--- src/rtl/route_compute_unit.sv ---
// Registered dimension-ordered route-compute stage for one mesh router input port.
// Header flits pick the output port (XY or YX order); body/tail flits reuse the locked port.
module route_compute_unit #(
    parameter int X_NODE_NUM       = 4,
    parameter int Y_NODE_NUM       = 4,
    parameter int X_NODE_NUM_WIDTH = 2,
    parameter int Y_NODE_NUM_WIDTH = 2,
    parameter int X_S_ADDR         = 1,
    parameter int Y_S_ADDR         = 1,
    parameter int FLIT_W           = 16,
    parameter bit ROUTE_YX         = 1'b0
) (
    input  logic              clk,
    input  logic              rst,
    input  logic [FLIT_W-1:0] flit_in,
    input  logic              flit_valid,
    output logic              flit_ready,
    output logic [FLIT_W-1:0] flit_out,
    output logic              out_valid,
    input  logic              out_ready,
    output logic [2:0]        port_num,
    output logic [4:0]        port_req,
    output logic              route_err
);

    localparam int XW = X_NODE_NUM_WIDTH;
    localparam int YW = Y_NODE_NUM_WIDTH;
    localparam logic [XW-1:0] XC = X_S_ADDR[XW-1:0];
    localparam logic [YW-1:0] YC = Y_S_ADDR[YW-1:0];

    localparam logic [2:0] PORT_L = 3'd1;
    localparam logic [2:0] PORT_E = 3'd2;
    localparam logic [2:0] PORT_N = 3'd3;
    localparam logic [2:0] PORT_W = 3'd4;
    localparam logic [2:0] PORT_S = 3'd5;

    typedef enum logic {
        IDLE   = 1'b0,
        PACKET = 1'b1
    } state_t;

    state_t     state;
    logic [2:0] locked_port;

    logic [1:0]    flit_type;
    logic          is_hdr;
    logic          is_tail;
    logic [XW-1:0] dest_x;
    logic [YW-1:0] dest_y;
    logic [XW:0]   xdiff;
    logic [YW:0]   ydiff;
    logic          x_neg;
    logic          x_zero;
    logic          y_neg;
    logic          y_zero;
    logic          addr_bad;
    logic [2:0]    route_port;
    logic          accept;

    // Handshake: a flit moves in on flit_valid && flit_ready and out on out_valid && out_ready;
    // the output register may be refilled in the same cycle it drains.
    assign flit_ready = !out_valid || out_ready;
    assign accept     = flit_valid && flit_ready;

    assign flit_type = flit_in[FLIT_W-1 -: 2];
    assign is_hdr    = flit_type[1];
    assign is_tail   = flit_type[0];
    assign dest_y    = flit_in[YW-1:0];
    assign dest_x    = flit_in[YW +: XW];

    assign xdiff  = {1'b0, dest_x} - {1'b0, XC};
    assign ydiff  = {1'b0, dest_y} - {1'b0, YC};
    assign x_neg  = xdiff[XW];
    assign y_neg  = ydiff[YW];
    assign x_zero = (xdiff == '0);
    assign y_zero = (ydiff == '0);

    assign addr_bad = (int'(dest_x) >= X_NODE_NUM) || (int'(dest_y) >= Y_NODE_NUM);

    always_comb begin
        route_port = PORT_L;
        if (!ROUTE_YX) begin
            if (!x_zero)      route_port = x_neg ? PORT_W : PORT_E;
            else if (!y_zero) route_port = y_neg ? PORT_N : PORT_S;
        end else begin
            if (!y_zero)      route_port = y_neg ? PORT_N : PORT_S;
            else if (!x_zero) route_port = x_neg ? PORT_W : PORT_E;
        end
    end

    function automatic logic [4:0] port_onehot(input logic [2:0] p);
        logic [4:0] oh;
        oh = 5'b00000;
        case (p)
            PORT_L:  oh = 5'b00001;
            PORT_E:  oh = 5'b00010;
            PORT_W:  oh = 5'b00100;
            PORT_S:  oh = 5'b01000;
            PORT_N:  oh = 5'b10000;
            default: oh = 5'b00000;
        endcase
        return oh;
    endfunction

    always_ff @(posedge clk) begin
        if (rst) begin
            state       <= IDLE;
            locked_port <= 3'd0;
            out_valid   <= 1'b0;
            flit_out    <= '0;
            port_num    <= 3'd0;
            port_req    <= 5'd0;
            route_err   <= 1'b0;
        end else begin
            route_err <= 1'b0;
            if (out_valid && out_ready) begin
                out_valid <= 1'b0;
                port_req  <= 5'd0;
            end
            if (accept) begin
                if (state == IDLE) begin
                    // Only a well-addressed header may open a route from IDLE.
                    if (!is_hdr || addr_bad) begin
                        route_err <= 1'b1;
                    end else begin
                        out_valid <= 1'b1;
                        flit_out  <= flit_in;
                        port_num  <= route_port;
                        port_req  <= port_onehot(route_port);
                        if (!is_tail) begin
                            state       <= PACKET;
                            locked_port <= route_port;
                        end
                    end
                end else begin
                    if (is_hdr) begin
                        route_err <= 1'b1;
                    end else begin
                        out_valid <= 1'b1;
                        flit_out  <= flit_in;
                        port_num  <= locked_port;
                        port_req  <= port_onehot(locked_port);
                        if (is_tail) state <= IDLE;
                    end
                end
            end
        end
    end

endmodule

--- config.mk ---
export PLATFORM = sky130hd
export DESIGN_NAME = route_compute_unit
export DESIGN_NICKNAME = d
export VERILOG_FILES = /design/src/rtl/route_compute_unit.sv
export SDC_FILE = /design/constraint.sdc
export NUM_CORES = 1
export LEC_CHECK = 0
export CAP_MARGIN = 20
export CORE_MARGIN = 4
export CORE_UTILIZATION = 42
export DETAILED_ROUTE_END_ITERATION = 12
export PLACE_DENSITY = 0.76
export SKIP_LAST_GASP = 1
export SYNTH_ARGS = -nofsm -noshare
export SYNTH_HDL_FRONTEND = slang
export SYNTH_SLANG_ARGS = --single-unit
--- constraint.sdc ---
create_clock -name clk -period 3.3 [get_ports clk]
set_input_delay 0.66 -clock clk [delete_from_list [all_inputs] [get_ports clk]]
set_output_delay 0.66 -clock clk [all_outputs]
set_load 0.02 [all_outputs]
==> metrics <==
area grow syn2layout 42.9%; Die H around 64 um; commonest non-fill, non-tap cell in the layout clkdlybuf4s50_1; largest net degree at the start of global routing 19; hold buffers post-CTS 0; reg2reg setup slack ~1400 ps; Critical Path End Type output port; number of global-route vias before repair 1223; crit path DAT around 1900 ps; CTS buffer count 5; P_leak 0.668 nW; Final Critical Period around 2500 ps; VDD IR-drop max 0.000300 V; routed wire length ~3300 um; crit-path max FO 2; syn avg cell area 8.26 um^2; All-Layer GR Usage 0.174; Slew HR 0.605; antenna violations before repair 0; RSZ-0062 raised after global routing no; Initial Utilization 0.434; first-pass GRT wire length around 5600 um; PD cells 483 nW/um^2; Detail Route Antenna Nets 0; min-delay src flit_out[5]; clock latency on the worst-skew pair around 330 ps; Final Wtd Congestion approximately 0.83; final setup margin just under 800 ps; FF-to-FF Start state; DR vias 1319; 1st-iter DRT viols 63; maximum clock frequency a little under 400 MHz; Cell Count, Final, Fillers Out between 200 and 250; vias per cell around 5.3; Synthesis Warnings 0; Root Buffer Master clkbuf_4; sum of negative setup slack 0 ps; DR WL/cell about 13 um; reg2reg end flit_out[0]; Netlist cell types 32; share of post-route cells with drive strength above 1 0.0780; cells on worst reg2reg path 5; worst endpoint required time about 2600 ps; DP HPWL ~2500 um; Syn Nets between 150 and 200; Place WS 785 ps; clock buffer depth 2; Tcrit/Tclk final 0.763; worst slew pin tran between 500 and 600 ps; Hold Path End flit_out[5]; die area between 4000 and 5000 um^2; Crit Path Class input port to output port; Die W between 60 and 70 um; Setup Fix Bufs, Post-CTS 0; Post-Syn Instances about 160; register area between 600 and 700 um^2; DR DRC count 0; max cap viols 0; max-slew violation count 0; status finished clean; Setup Skew ~17 ps; CTS clk-pin slew, worst paths around 90 ps; Fillers around 280; WHS Path Cells 2; CTS tree built; CTS sink cnt 30; I/O pin cnt 47; crit path launch type input port; Rows 20; port bufs between 40 and 50; commonest non-fill, non-tap cells in the layout 46 x clkdlybuf4s50_1, 34 x nand2_1, 30 x dfxtp_1; area of the core approximately 3000 um^2; Hold Crit Class flop to flop; Fin. Hold Viols 0; Final setup viols 0; DRT Pass-1 Iters 4; GR Overflow Total 0; #FFs+latches synth 30; diode count 0; Post-Syn Area 1310 um^2; Cells after DPL ~240; register area share after synthesis 0.457; post-cts sizing count 0; H-tree Lvls 2; multi-input logic area between 600 and 700 um^2; nets@finish about 230
area by class of cell:
cell class | instances | area share
Clock buffer | 6 | 0.0273
Clock inverter | 1 | 0.0160
Inverter | 1 | 0.00200
Multi-Input combinational cell | 118 | 0.348
Sequential cell | 30 | 0.320
Tap cell | 44 | 0.0293
Timing Repair Buffer | 49 | 0.257
through the flow:
stage / utilization / hold WS [ps] / area (um^2) / power (mW)
finish: 0.620 / 459 / 1880 / 0.906
global route: 0.620 / 480 / 1880 / 0.953
CTS: 0.620 / 460 / 1880 / 0.914
detailed placement: 0.593 / 447 / 1800 / 0.619
global placement: 0.593 / 440 / 1800 / 0.613
floorplan: - / 495 / 1310 / 0.527
cells in the mapped netlist, drive strengths merged:
master	count	area share
o22ai	4	0.019
o32ai	2	0.013
nand2b	5	0.024
clkbuf	4	0.011
a21oi	25	0.095
dfxtp	30	0.46
o21a	1	0.0057
a311oi	1	0.011
and2	2	0.010
and3	1	0.0048
nand3	2	0.011
xor2	1	0.012
or3	1	0.0048
mux2i	2	0.015
or2b	1	0.0057
nor3	6	0.023
buf	6	0.031
nor2	13	0.037
nor2b	2	0.0095
inv	1	0.0029
a2111oi	3	0.027
nor3b	5	0.032
a31oi	1	0.0048
nand2	34	0.097
a211oi	5	0.029
nor4	1	0.0048
worst max path at each step:
stage                        endpoint  cells after the start  startpoint  slack, ps
after detailed placement   flit_ready                      3   out_ready        790
final                      flit_ready                      3   out_ready        780
after floorplan           flit_out[0]                      6   out_ready       1610
after global placement     flit_ready                      3   out_ready        790
after global routing       flit_ready                      3   out_ready        760
after CTS                  flit_ready                      3   out_ready        780
registers in the layout (all words and copies together) (netlist names):
name         flops
flit_out        16
route_err        1
state            1
locked_port      3
out_valid        1
port_num         3
port_req         5
logic make-up (layout without fill, tap and decap cells):
family,count (synthesis),after routing,synth area share
and+or+nand+nor,73,73,0.265
AOI/OAI and AO/OA,42,42,0.205
DFF,30,30,0.457
buffers and inverters,11,57,0.0457
muxes,2,2,0.0152
xor gates and xnor gates,1,1,0.0124
report_power, final:
part	switching (mW)	leakage (nW)	total (mW)	internal (mW)
Sequential	0.0195	0.246	0.408	0.389
Clock	0.120	0.0443	0.296	0.176
Combinational	0.105	0.378	0.202	0.0965
per-layer routing:
layer  vias to the layer above  global-route usage  wire length, um  part of all wire
met5                         -                   0                0                 0
met4                         0              0.0566               34             0.010
met3                         4              0.0527              183             0.055
met2                        48               0.310             1740              0.52
met1                       620               0.195             1390              0.41
li1                        647                   -                -                 -
worst max-delay path, cell delays in order:
cell and delay [ps]:
clkdlybuf4s50_1 470, nand2b_1 120, clkdlybuf4s50_1 610
(Power assumes the default switching activity.)
